===== src/rtl/instruction_loader.sv =====
// instruction_loader
//
// Writes a program image into the RAM-backed instruction memory from a framed
// byte stream (UART receiver / debug port). Bytes are packed big-endian into
// 32-bit words and each completed word produces a one-cycle write strobe.
// The CPU is held in reset while a frame is being loaded.
//
// Frame: START_BYTE, count N (0 = 256 words), N*4 data bytes,
//        [checksum byte = XOR of all data bytes, LOADER_CHECKSUM_EN only]
//
// Build option:
//   LOADER_CHECKSUM_EN  - adds the CHECK/ERROR states and the XOR checksum.
//                         Undefined: DATA ends directly in DONE and
//                         load_error is tied low.
//
// Ports:
//   clk         rising-edge clock
//   reset       asynchronous active-low reset
//   in_data     received byte
//   in_valid    in_data valid
//   in_ready    loader can take a byte (transfer = in_valid && in_ready)
//   rearm       one-cycle pulse, DONE/ERROR -> IDLE
//   imem_we     one-cycle write strobe
//   imem_addr   byte address of the word ({word_idx, 2'b00})
//   imem_wdata  word to write
//   cpu_hold    keeps the CPU in reset
//   load_done   image written (and checksum matched)
//   load_error  checksum mismatch
module instruction_loader #(
    parameter logic [7:0] START_BYTE = 8'hA5,
    parameter int         DEPTH_LOG2 = 8
) (
    input  logic        clk,
    input  logic        reset,
    input  logic [7:0]  in_data,
    input  logic        in_valid,
    output logic        in_ready,
    input  logic        rearm,
    output logic        imem_we,
    output logic [31:0] imem_addr,
    output logic [31:0] imem_wdata,
    output logic        cpu_hold,
    output logic        load_done,
    output logic        load_error
);

    localparam int AW = DEPTH_LOG2;

`ifdef LOADER_CHECKSUM_EN
    typedef enum logic [2:0] {
        S_IDLE, S_COUNT, S_DATA, S_CHECK, S_DONE, S_ERROR
    } state_t;
`else
    typedef enum logic [2:0] {
        S_IDLE, S_COUNT, S_DATA, S_DONE
    } state_t;
`endif

    // Status outputs are registered together with the state so they change
    // on the same edge as the state they describe.
    typedef struct packed {
        logic ready;
        logic hold;
        logic done;
`ifdef LOADER_CHECKSUM_EN
        logic err;
`endif
    } flags_t;

    function automatic flags_t flags_of(input state_t s);
        flags_t f;
        f = '0;
        case (s)
            S_IDLE:  f.ready = 1'b1;
            S_COUNT,
            S_DATA:  begin f.ready = 1'b1; f.hold = 1'b1; end
`ifdef LOADER_CHECKSUM_EN
            S_CHECK: begin f.ready = 1'b1; f.hold = 1'b1; end
            S_ERROR: begin f.hold  = 1'b1; f.err  = 1'b1; end
`endif
            S_DONE:  f.done = 1'b1;
            default: f = '0;
        endcase
        return f;
    endfunction

    state_t        state;
    flags_t        flags;
    logic [7:0]    n_last;     // index of the final word (N-1, wraps so N=0 -> 255)
    logic [7:0]    word_cnt;   // words completed in this frame, for termination
    logic [AW-1:0] word_idx;   // write index, wraps modulo 2^DEPTH_LOG2
    logic [1:0]    byte_cnt;   // byte position within the current word
    logic [23:0]   asm_word;   // first three bytes of the word being assembled
`ifdef LOADER_CHECKSUM_EN
    logic [7:0]    xsum;
`endif

    logic accept;
    assign accept = in_valid && flags.ready;

    always_ff @(posedge clk or negedge reset) begin
        if (!reset) begin
            state      <= S_IDLE;
            flags      <= flags_of(S_IDLE);
            n_last     <= '0;
            word_cnt   <= '0;
            word_idx   <= '0;
            byte_cnt   <= '0;
            asm_word   <= '0;
            imem_we    <= 1'b0;
            imem_addr  <= '0;
            imem_wdata <= '0;
`ifdef LOADER_CHECKSUM_EN
            xsum       <= '0;
`endif
        end else begin
            imem_we <= 1'b0;
            case (state)
                S_IDLE: begin
                    // Anything but the start marker is line noise; drop it.
                    if (accept && in_data == START_BYTE) begin
                        state <= S_COUNT;
                        flags <= flags_of(S_COUNT);
                    end
                end

                S_COUNT: begin
                    if (accept) begin
                        n_last   <= in_data - 8'd1;
                        word_cnt <= '0;
                        word_idx <= '0;
                        byte_cnt <= '0;
`ifdef LOADER_CHECKSUM_EN
                        xsum     <= '0;
`endif
                        state    <= S_DATA;
                        flags    <= flags_of(S_DATA);
                    end
                end

                S_DATA: begin
                    if (accept) begin
                        asm_word <= {asm_word[15:0], in_data};
                        byte_cnt <= byte_cnt + 2'd1;
`ifdef LOADER_CHECKSUM_EN
                        xsum     <= xsum ^ in_data;
`endif
                        if (byte_cnt == 2'd3) begin
                            // The word leaves the assembly register here, so
                            // the next byte can be taken during the write.
                            imem_we    <= 1'b1;
                            imem_wdata <= {asm_word, in_data};
                            imem_addr  <= 32'({word_idx, 2'b00});
                            word_idx   <= word_idx + AW'(1);
                            word_cnt   <= word_cnt + 8'd1;
                            if (word_cnt == n_last) begin
`ifdef LOADER_CHECKSUM_EN
                                state <= S_CHECK;
                                flags <= flags_of(S_CHECK);
`else
                                state <= S_DONE;
                                flags <= flags_of(S_DONE);
`endif
                            end
                        end
                    end
                end

`ifdef LOADER_CHECKSUM_EN
                S_CHECK: begin
                    if (accept) begin
                        if (in_data == xsum) begin
                            state <= S_DONE;
                            flags <= flags_of(S_DONE);
                        end else begin
                            state <= S_ERROR;
                            flags <= flags_of(S_ERROR);
                        end
                    end
                end

                S_ERROR: begin
                    if (rearm) begin
                        state <= S_IDLE;
                        flags <= flags_of(S_IDLE);
                    end
                end
`endif

                S_DONE: begin
                    if (rearm) begin
                        state <= S_IDLE;
                        flags <= flags_of(S_IDLE);
                    end
                end

                default: begin
                    state <= S_IDLE;
                    flags <= flags_of(S_IDLE);
                end
            endcase
        end
    end

    assign in_ready  = flags.ready;
    assign cpu_hold  = flags.hold;
    assign load_done = flags.done;
`ifdef LOADER_CHECKSUM_EN
    assign load_error = flags.err;
`else
    assign load_error = 1'b0;
`endif

endmodule


===== config.mk =====
export PLATFORM = sky130hd
export DESIGN_NAME = instruction_loader
export DESIGN_NICKNAME = d
export VERILOG_FILES = /design/src/rtl/instruction_loader.sv
export SDC_FILE = /design/constraint.sdc
export NUM_CORES = 1
export LEC_CHECK = 0
export BUFFER_PORTS_ARGS = -buffer_cell sky130_fd_sc_hd__buf_2
export CORE_MARGIN = 3
export CORE_UTILIZATION = 55
export DETAILED_ROUTE_END_ITERATION = 8
export MAX_ROUTING_LAYER = met4
export PLACE_DENSITY = 0.79
export SETUP_SLACK_MARGIN = 0.05
export SLEW_MARGIN = 20
export SYNTH_ARGS = -nofsm -noshare
export SYNTH_HDL_FRONTEND = slang
export SYNTH_SLANG_ARGS = --single-unit

===== constraint.sdc =====
create_clock -name clk -period 2.2 [get_ports clk]
set_input_delay 0.33 -clock clk [delete_from_list [all_inputs] [get_ports clk]]
set_output_delay 0.33 -clock clk [all_outputs]
set_load 0.03 [all_outputs]

==> results of run 1 <==
-- per-stage QoR --
step,hold WS (ns),instance area (um^2)
6_report,0.242,4790
5_1_grt,0.246,4790
4_1_cts,0.224,4760
3_5_place_dp,0.333,4570
3_3_place_gp,0.324,4570
2_1_floorplan,0.0344,4330
-- routing by layer --
layer  vias up  GRT usage
met5         -          -
met4         0     0.0746
met3        12     0.0345
met2       133      0.296
met1      1502      0.297
li1       1534          -
-- path summary, 6_finish.rpt --
path                                                from                        to  slack [ns]  cells past startpoint
worst max-delay path                state[0]$_DFFE_PN0P_      state[1]$_DFFE_PN0P_        0.17                      6
worst min-delay path                          in_data[5]   asm_word[5]$_DFFE_PN0P_        0.24                      3
worst max register to register      state[0]$_DFFE_PN0P_      state[1]$_DFFE_PN0P_        0.17                      6
worst min register to register  imem_addr[4]$_DFFE_PN0P_  imem_addr[4]$_DFFE_PN0P_        0.47                      2
max in group asynchronous                          reset   word_cnt[3]$_DFFE_PN0P_        1.05                      3
min in group asynchronous                          reset   asm_word[9]$_DFFE_PN0P_        0.48                      2
-- cells in the mapped netlist, types with 2 or more instances --
| cell type | n | area [um^2] |
|---|---|---|
| nor3_1 | 6 | 30.0 |
| inv_1 | 8 | 30.0 |
| ha_1 | 10 | 125 |
| o21ai_0 | 18 | 90.1 |
| nor2_1 | 19 | 71.3 |
| xnor2_1 | 11 | 96.3 |
| dfrtp_1 | 95 | 2380 |
| a21oi_1 | 3 | 15.0 |
| buf_4 | 25 | 188 |
| nand3_1 | 11 | 55.1 |
| nand4_1 | 4 | 25.0 |
| clkbuf_1 | 12 | 45.0 |
| nor4_1 | 2 | 12.5 |
| mux2i_1 | 2 | 20.0 |
| buf_2 | 5 | 25.0 |
| and3_1 | 5 | 31.3 |
| nand2_1 | 198 | 743 |
| mux2_4 | 2 | 30.0 |
| xor2_1 | 15 | 131 |
-- cells in the final DEF, fill, tap and decap left out, drive strengths merged, types with 2 or more instances in the layout --
master,instances
nand2,198
dfrtp,95
buf,71
conb,25
nor2,19
o21ai,18
xor2,15
nand3,11
xnor2,11
ha,10
clkbuf,10
inv,9
nor3,6
and3,5
nand4,4
a21oi,3
clkinv,3
nor4,2
mux2,2
clkinvlp,2
mux2i,2
-- repair_timing --
item	4_1_cts	5_1_grt
hold buffers	1	0
hold endpoints to repair	35	0
buffers inserted	0	3
resized for setup	0	2
setup endpoints to repair	0	8
-- worst max-delay path, delay by kind of cell, from the launching register on --
| family | cells | cell delay [ns] |
|---|---|---|
| mux | 1 | 0.32 |
| flops | 1 | 0.39 |
| compound gates | 2 | 0.65 |
| fa+ha+maj | 1 | 0.28 |
| buf+inv | 1 | 0.10 |
| simple gates | 1 | 0.18 |
-- sequential cells by signal (all words and copies together), names as in the netlist --
| register | flops |
|---|---|
| imem_wdata | 32 |
| asm_word | 24 |
| imem_addr | 8 |
| n_last | 8 |
| word_cnt | 8 |
| word_idx | 8 |
| byte_cnt | 2 |
| state | 2 |
| cpu_hold | 1 |
| imem_we | 1 |
| in_ready | 1 |
| load_done | 1 |
-- cells by family (layout without fill, tap and decap cells) --
logic type	count (synthesis)	in the layout
compound gates	25	25
xor+xnor	26	26
fa+ha+maj	10	10
buf+inv	50	96
flops	96	96
mux	4	4
other cells	1	25
simple gates	249	249
-- power by group through the flow --
stage / clock network, mW / registers [mW] / logic [mW]
floorplan: 0 / 2.85 / 0.943
global placement: 0 / 2.59 / 1.61
detailed placement: 0 / 2.61 / 1.68
CTS: 1.08 / 2.58 / 1.69
global route: 1.14 / 2.64 / 1.98
finish: 1.05 / 2.58 / 1.76
-- final cells by class --
cell class                 count  area, um^2
clock buffer                  10         138
clock inverter                 6        42.5
fill                         614        2580
inverter                       8        30.0
multi-input combinational    339        1640
sequential                    96        2400
tap                           99         124
timing repair buffer          72         408
==> out/results.ini, run 1 <==
[status]
status = finished, final reports clean

[synth]
ys_types = 29
synth_edf_count = 0
synth-xor-area-share = 0.0538
synth-seq-area-share = 0.568
synth_ff_type = dfrtp_1
ys_async_sr_fraction = 1.00
synthMuxAreaShare = 0.0118
synth_area_um2 = 4240
synth-seq-cells = 96
yosysWarnings = 0
synth.avg_cell_area_um2 = 9.19
synth_cells = 461
synth_compound_area_frac = 0.0328
synth_top_family_by_area = simple AND/OR/NAND/NOR gates
yosys.area_share.simple = 0.236
synth_adder_area_share = 0.0295

[power]
combPwrFrac = 0.327
vdd_drop_max_mv = 0.653
p_sw_mw = 2.05
finalPower_mw = 5.39
p_leak_nw = 2.74
p_clk_frac = 0.195
switching_share = 0.381
seq_power_share = 0.478
pwr_density_cell_nw_per_um2 = 1120
p_int_mw = 3.33

[routing]
wl_um = 8350
drc = 0
num_vias = 3181
drtAntennaViolNets = 0
dr.pass1.iters = 4
viasPerCell = 5.05
wl_met2_um = 3800
route.met3.wl_um = 677
drt_iter0_drc = 208
dr.max_layer_used = met4
routedWlPerCell_um = 13.2
wl_met1_um = 3770

[clocking]
clock-sinks = 96
cts-root-buf = clkbuf_8
numCtsBuffers = 9
clk_pin_slew_worst_paths_ns = 0.09
htreeDepth = 3
cts_tree = built
clkLatencyLatePin_ns = 0.35
clock_path_buffers = 2

[sta]
hold_violations = 0
final.min_clock_period_ns = 2.03
skew_ns = 0.00954
setup_viol = 0
rsz0062_at_grt = no
period_share = 0.923
setup_tns_ns = 0
max_freq_mhz = 492
slew_viol_final = 0
fin_ws_ns = 0.169

[placed_design]
port_buffers = 55
gp_congestion = 0.893
dp_cells = 610
place_ws_ns = 0.146
hpwl_um = 5970

[finish]
post-route-util = 0.650
layout.nets = 548
drive_gt1_frac = 0.173
n_antenna_cell = 0
area_delta_synth_final_pct = 13.1
instances_no_fill = 630

[floorplan]
core_um2 = 7370
rows = 31
start_util = 0.575
die_w_um = 93.8
io_pins = 81
chipHeight_um = 93.8
die_area_um2 = 8790

[global_route]
antenna_found_initial = 0
grt_pass1_vias = 2972
grt_max_degree = 40
grt_util_all_layers = 0.206
gr-total-overflow = 0
grt_pass1_wl_um = 13900

[worst_setup_path]
endpoint_kind = register
cp.required_ns = 2.45
cp_max_fo = 5
critPathArrivalTime_ns = 2.28
worst_setup_path_start_kind = register
slowest_stage = dfrtp_1
max_stage_delay_ns = 0.39
path_cells = inv_1 -> ha_1 -> o31ai_2 -> nand3_1 -> a211o_1 -> mux2_4
path_class = register to register

[hold_path]
hold_class = primary input to register

[job]
drv_cap = 0

(Power assumes the default switching activity.)
==> inputs of run 2 (changes only) <==
ABC_AREA = 1   (was unset)
==> run 2 against run 1 <==
Against the previous run:
- synthesized cell count is 13% higher
- synthesized area is 7.3% higher
- flip-flop and latch count stayed put
- register-to-register slack better by 0.097 ns
- sequential power is 32% lower
- setup slack better by 0.097 ns
- clock power is 13% higher
- hold slack worse by 0.036 ns
- combinational power is 92% lower
- clock skew is 0.0032 ns lower
- sequential share of layout area is 2.6 points lower
- largest cell class unchanged
- largest power group unchanged
==> out/results.ini, run 2 <==
[status]
status = finished, final reports clean  ; unchanged

[floorplan]
die_w_um = 96.9  ; was 93.8 um
rows = 32  ; was 31
die_area_um2 = 9390  ; was 8790 um^2
chipHeight_um = 96.9  ; was 93.8 um
core_um2 = 7890  ; was 7370 um^2
io_pins = 81  ; unchanged
start_util = 0.576  ; was 0.575

[clocking]
clock-sinks = 96  ; unchanged
clk_pin_slew_worst_paths_ns = 0.09  ; about the same
cts_setup_buffers = 0  ; unchanged
cts_tree = built  ; unchanged
numCtsBuffers = 9  ; unchanged
clock_path_buffers = 2  ; unchanged
clkLatencyLatePin_ns = 0.35  ; about the same
cts-root-buf = clkbuf_8  ; unchanged
ctsResizeCount = 0  ; unchanged
htreeDepth = 3  ; unchanged

[worst_setup_path]
r2r_cells = 8  ; was 6
path_cells = inv_1 -> ha_1 -> nand2_4 -> nor2_4 -> inv_2 -> buf_4 -> nor2_1 -> o21bai_2  ; was inv_1 -> ha_1 -> o31ai_2 -> nand3_1 -> a211o_1 -> mux2_4
r2r-start = state[0]$_DFFE_PN0P_  ; unchanged
rrSetupSlack_ns = 0.27  ; was 0.17 ns
crit-reg2reg-capture = word_idx[0]$_DFFE_PN0P_  ; was state[1]$_DFFE_PN0P_
endpoint_kind = register  ; unchanged
slowest_stage = dfrtp_1  ; unchanged
worst_setup_path_start_kind = register  ; unchanged
critical_path_buf_inv_count = 3  ; was 1
critPathArrivalTime_ns = 2.22  ; was 2.28 ns
max_stage_delay_ns = 0.43  ; was 0.39 ns
path_class = register to register  ; unchanged
cp.required_ns = 2.48  ; was 2.45 ns
critPathTopFamily = simple AND/OR/NAND/NOR gates  ; was compound AO/OA/AOI/OAI gates
cp_max_fo = 27  ; was 5

[global_route]
grt_pass1_wl_um = 15900  ; was 13,900 um
grt_pass1_vias = 3312  ; was 2,972
gr-total-overflow = 0  ; unchanged
grt_max_degree = 60  ; was 40
grt_util_all_layers = 0.211  ; was 0.206
antenna_found_initial = 0  ; unchanged

[finish]
instances_no_fill = 687  ; was 630
largest_reg_flops = 32  ; unchanged
drive_gt1_frac = 0.179  ; was 0.173
nFillCells = 680  ; was 614
final_cell_mix = nand2_1 (157), dfrtp_1 (95), inv_1 (58), o21ai_0 (57), buf_2 (54)  ; was nand2_1 (198), dfrtp_1 (95), buf_2 (54), conb_1 (25), nor2_1 (19)
post-route-util = 0.640  ; was 0.650
layout.nets = 602  ; was 548
area_delta_synth_final_pct = 11.0  ; was 13.1%
largest-register = imem_wdata  ; unchanged
final_area_um2 = 5050  ; was 4790 um^2
n_antenna_cell = 0  ; unchanged
final_common_cell = nand2_1  ; unchanged
reg_top3 = imem_wdata (32), asm_word (24)  ; unchanged

[placed_design]
hpwl_um = 6750  ; was 5970 um
port_buffers = 55  ; unchanged
placed_cell_area_um2 = 4830  ; was 4570 um^2
gp_congestion = 0.877  ; was 0.893
dp_cells = 670  ; was 610

[sta]
rsz0062_at_grt = no  ; unchanged
final.min_clock_period_ns = 1.93  ; was 2.03 ns
skew_ns = 0.00634  ; was 0.00954 ns
hold_violations = 0  ; unchanged
setup_viol = 0  ; unchanged
hold_slack_ns = 0.206  ; was 0.242 ns
period_share = 0.879  ; was 0.923
max_freq_mhz = 517  ; was 492 MHz
slew_viol_final = 0  ; unchanged
setup_tns_ns = 0  ; unchanged

[hold_path]
hold_end = n_last[0]$_DFFE_PN0P_  ; was asm_word[5]$_DFFE_PN0P_
hold_class = primary input to register  ; unchanged
worst_hold_startpoint = in_data[0]  ; was in_data[5]
min_path_cells = 2  ; was 3

[job]
drv_cap = 0  ; unchanged

[routing]
drc = 0  ; unchanged
viasPerCell = 5.04  ; was 5.05
wl_um = 9360  ; was 8350 um
dr.pass1.iters = 5  ; was 4
routedWlPerCell_um = 13.6  ; was 13.2 um
drt_iter0_drc = 190  ; was 208
drtAntennaViolNets = 0  ; unchanged
num_vias = 3461  ; was 3,181

[synth]
yosysTopAreaCell = dfrtp_1  ; unchanged
yosys-top-cells-area = dfrtp_1 (52%), nand2_1 (13%), o21ai_0 (6.3%)  ; was dfrtp_1 (56%), nand2_1 (18%), buf_4 (4.4%)
synth.avg_cell_area_um2 = 8.69  ; was 9.19 um^2
synth_area_um2 = 4540  ; was 4240 um^2
synth_edf_count = 0  ; unchanged
synthTopCellsByCount = nand2_1 (157), dfrtp_1 (95), inv_1 (58)  ; was nand2_1 (198), dfrtp_1 (95), buf_4 (25)
synth-seq-cells = 96  ; unchanged
synth_cells = 523  ; was 461
synth_ff_type = dfrtp_1  ; unchanged
synth-seq-area-share = 0.529  ; was 0.568
yosysWarnings = 0  ; unchanged
yosysMostFrequentCell = nand2_1  ; unchanged
ys_async_sr_fraction = 1.00  ; unchanged
ys_types = 37  ; was 29
synth_top_area_share = 0.523  ; was 0.561

[power]
vdd_drop_max_mv = 0.332  ; was 0.653 mV
p_leak_nw = 2.67  ; was 2.74 nW
pwr_density_cell_nw_per_um2 = 612  ; was 1120 nW/um^2

run 2: layout make-up:
type,instances,area [um^2],share of cell area
flip-flops and latches,96,2400,0.476
multi-input cells,347,1710,0.338
repair buffers,63,353,0.0699
inverters,63,249,0.0493
clock buffers,11,141,0.0280
well taps,102,128,0.0253
clock inverters,5,63.8,0.0126
run 2: layer usage:
| metal | up-vias | track usage | wire length [um] |
|---|---|---|---|
| met5 | - | - | 0 |
| met4 | 0 | 0.0432 | 82 |
| met1 | 1654 | 0.287 | 4250 |
| li1 | 1703 | - | - |
| met3 | 8 | 0.0425 | 461 |
| met2 | 96 | 0.332 | 4560 |
run 2: logic make-up (layout without fill, tap and decap cells):
family / Yosys count / after routing / synth area share
simple gates: 220 / 220 / 0.207
buf+inv: 104 / 142 / 0.115
flops: 96 / 96 / 0.529
compound gates: 82 / 82 / 0.102
other cells: 1 / 25 / 0.000825
xor+xnor: 10 / 10 / 0.0193
fa+ha+maj: 10 / 10 / 0.0275
run 2: through the flow:
stage                     power (mW)  worst slack (ns)
after floorplan                 1.91             0.643
after global placement          1.93             0.431
after detailed placement        1.93             0.350
after CTS                       3.12             0.271
after global routing            3.20             0.149
final                           3.09             0.266
run 2: worst max path at each step:
stage / depth (start not counted) / start / end
4_1_cts: 8 / state[0]$_DFFE_PN0P_ / word_idx[0]$_DFFE_PN0P_
3_3_place_gp: 8 / state[0]$_DFFE_PN0P_ / word_idx[0]$_DFFE_PN0P_
5_1_grt: 8 / state[0]$_DFFE_PN0P_ / word_idx[0]$_DFFE_PN0P_
2_1_floorplan: 10 / state[0]$_DFFE_PN0P_ / load_done$_DFFE_PN0P_
6_report: 8 / state[0]$_DFFE_PN0P_ / word_idx[0]$_DFFE_PN0P_
3_5_place_dp: 8 / state[0]$_DFFE_PN0P_ / imem_wdata[0]$_DFFE_PN0P_
run 2: worst reg2reg max path, delay by kind of cell (launching register included):
family	cells	cell delay (ns)
DFF	1	0.43
adders and majority gates	1	0.37
and+or+nand+nor	3	0.51
AOI/OAI and AO/OA	1	0.14
buffers and inverters	3	0.42
run 2: where the power goes:
part	switching, mW	internal [mW]
combinational	0.114	0.0195
sequential	0	1.76
clock	0.623	0.568
run 2: what timing repair did:
item,4_1_cts,5_1_grt
hold buffers,1,0
endpoints found under the hold margin,37,0
endpoints found under the setup margin,0,0
==> inputs of run 3 (changes only) <==
SETUP_SLACK_MARGIN = 0.4   (was 0.05)
==> run 3 against run 2 <==
Against the previous run:
- final cell count increased by 0.44%
- largest power group unchanged
- total power increased by 0.13%
- clock-buffer cell count unchanged
- flip-flop and latch count unchanged
- clock skew about the same
- sequential power about the same
- setup slack improved by 0.18 ns
- largest cell class unchanged
==> out/results.ini, run 3 (synthesis results as in run 2) <==
[clocking]
clock_path_buffers = 2  ; unchanged
clock-sinks = 96  ; unchanged
clk_pin_slew_worst_paths_ns = 0.10  ; was 0.09 ns
htreeDepth = 3  ; unchanged
cts-root-buf = clkbuf_8  ; unchanged
numCtsBuffers = 9  ; unchanged
clkLatencyLatePin_ns = 0.35  ; about the same
cts_tree = built  ; unchanged

[sta]
setup_viol = 0  ; unchanged
hold_violations = 0  ; unchanged
slew_viol_final = 0  ; unchanged
setup_tns_ns = 0  ; unchanged
period_share = 0.796  ; was 0.879
rsz0062_at_grt = no  ; unchanged
skew_ns = 0.00663  ; was 0.00634 ns
final.min_clock_period_ns = 1.75  ; was 1.93 ns
max_freq_mhz = 571  ; was 517 MHz

[routing]
routedWlPerCell_um = 13.8  ; was 13.6 um
wl_um = 9490  ; was 9360 um
num_vias = 3518  ; was 3,461
dr.pass1.iters = 5  ; unchanged
drt_iter0_drc = 217  ; was 190
viasPerCell = 5.10  ; was 5.04
drc = 0  ; unchanged
drtAntennaViolNets = 0  ; unchanged

[power]
seq_power_share = 0.570  ; was 0.571
switching_share = 0.240  ; was 0.239
vdd_drop_max_mv = 0.336  ; was 0.332 mV
p_int_mw = 2.35  ; about the same
p_sw_uw = 741  ; was 737 uW
p_leak_nw = 2.69  ; was 2.67 nW
combPwrFrac = 0.043  ; about the same
p_clk_frac = 0.387  ; was 0.386
pwr_density_cell_nw_per_um2 = 607  ; was 612 nW/um^2
finalPower_mw = 3.09  ; about the same

[global_route]
grt_max_degree = 60  ; unchanged
antenna_found_initial = 0  ; unchanged
gr-total-overflow = 0  ; unchanged
grt_util_all_layers = 0.211  ; about the same
grt_pass1_vias = 3313  ; was 3,312
grt_pass1_wl_um = 15900  ; about the same

[worst_setup_path]
crit_top_cell = nand2_2
cp_max_fo = 6  ; was 27
crit_start = state[0]$_DFFE_PN0P_  ; unchanged
endpoint_kind = register  ; unchanged
cp.required_ns = 2.45  ; was 2.48 ns
max_stage_delay_ns = 0.40  ; was 0.43 ns
critPathArrivalTime_ns = 2.00  ; was 2.22 ns
worst_setup_path_start_kind = register  ; unchanged
path_class = register to register  ; unchanged
path_cells = buf_4 -> ha_2 -> nor2_2 -> nand2_2 -> nand2_2 -> nand2_2 -> a21oi_4 -> nand2_2 -> nand3_1 -> nand2_1  ; was inv_1 -> ha_1 -> nand2_4 -> nor2_4 -> inv_2 -> buf_4 -> nor2_1 -> o21bai_2
r2r-start = state[0]$_DFFE_PN0P_  ; unchanged
slowest_stage = dfrtp_1  ; unchanged

[finish]
n_antenna_cell = 0  ; unchanged
largest_reg_flops = 32  ; unchanged
nFillCells = 669  ; was 680
final_area_um2 = 5100  ; was 5050 um^2
largest-register = imem_wdata  ; unchanged
multi_input_area_um2 = 1730  ; was 1710 um^2
regArea_um2 = 2400  ; about the same
area_delta_synth_final_pct = 12.2  ; was 11.0%
layout.nets = 605  ; was 602
drive_gt1_frac = 0.192  ; was 0.179
final_common_cell = nand2_1  ; unchanged
reg_top3 = imem_wdata (32), asm_word (24)  ; unchanged
final_cell_mix = nand2_1 (157), dfrtp_1 (94), inv_1 (58), o21ai_0 (57), buf_2 (54)  ; was nand2_1 (157), dfrtp_1 (95), inv_1 (58), o21ai_0 (57), buf_2 (54)

[floorplan]
rows = 32  ; unchanged
start_util = 0.576  ; unchanged
die_w_um = 96.9  ; unchanged
die_area_um2 = 9390  ; unchanged
chipHeight_um = 96.9  ; unchanged
core_um2 = 7890  ; unchanged
io_pins = 81  ; unchanged

[placed_design]
placed_cell_area_um2 = 4830  ; unchanged
gp_congestion = 0.877  ; unchanged
port_buffers = 55  ; unchanged
hpwl_um = 6750  ; unchanged

[job]
drv_cap = 0  ; unchanged

[hold_path]
hold_class = primary input to register  ; unchanged
worst_hold_startpoint = in_data[0]  ; unchanged

[status]
status = finished, final reports clean  ; unchanged

==> run 3: cell count changes in the layout (fill, tap and decap cells not counted) <==
cell | previous run | this run
buf_4 | 7 | 8
buf_6 | 0 | 2
dfrtp_1 | 95 | 94
dfrtp_2 | 0 | 1
ha_1 | 10 | 7
ha_2 | 0 | 2
ha_4 | 0 | 1
nor2_1 | 15 | 14
nor2_2 | 2 | 3
==> run 3: worst paths after layout <==
kind | end | slack, ns | cells past startpoint
setup reg to reg | state[1]$_DFFE_PN0P_ | 0.45 | 10
hold / removal | n_last[0]$_DFFE_PN0P_ | 0.21 | 2
min in group asynchronous | imem_wdata[27]$_DFFE_PN0P_ | 0.47 | 2
max in group asynchronous | in_ready$_DFFE_PN1P_ | 1.00 | 3
setup / recovery | state[1]$_DFFE_PN0P_ | 0.45 | 10
hold reg to reg | imem_wdata[24]$_DFFE_PN0P_ | 0.47 | 2
==> run 3: worst max-delay path: cells and delay by family, from the launching register on <==
kind | cells | cell delay [ns]
AND/OR/NAND/NOR | 7 | 0.66
flip-flops | 1 | 0.40
AO/OA/AOI/OAI | 1 | 0.22
adder cells (fa/ha/maj) | 1 | 0.20
buffers and inverters | 1 | 0.14
==> run 3: per-stage QoR <==
| step | utilization | cells | setup slack (ns) | hold slack, ns |
|---|---|---|---|---|
| CTS | 0.641 | 687 | 0.399 | 0.192 |
| finish | 0.646 | 690 | 0.449 | 0.205 |
| global placement | 0.612 | 670 | 0.431 | 0.321 |
| global route | 0.646 | 690 | 0.354 | 0.231 |
| detailed placement | 0.612 | 670 | 0.350 | 0.335 |
| floorplan | - | 547 | 0.643 | 0.0344 |
==> run 3: routing by layer <==
layer / wire [um] / track usage
met1: 4260 / 0.286
met2: 4620 / 0.332
met3: 496 / 0.0433
met4: 109 / 0.0454
met5: 0 / -
==> run 3: timing repair <==
item / 4_1_cts / 5_1_grt
hold endpoints to repair: 37 / 0
resized for setup: 2 / 6
endpoints found under the setup margin: 37 / 15
buffers inserted: 0 / 3
hold buffers: 1 / 0
pin swaps: 0 / 2
==> run 3: layout make-up <==
cell class | instances | share of cell area
clock inverter | 5 | 0.0125
inverter | 63 | 0.0488
sequential | 96 | 0.472
multi-input combinational | 347 | 0.339
clock buffer | 11 | 0.0277
timing repair buffer | 66 | 0.0751
tap | 102 | 0.0250
==> run 3: power groups by stage <==
stage | Sequential [mW] | Clock [mW] | Combinational, mW
global placement | 1.80 | 0 | 0.131
CTS | 1.76 | 1.22 | 0.135
global route | 1.76 | 1.29 | 0.147
floorplan | 1.80 | 0 | 0.107
detailed placement | 1.80 | 0 | 0.133
finish | 1.76 | 1.20 | 0.133
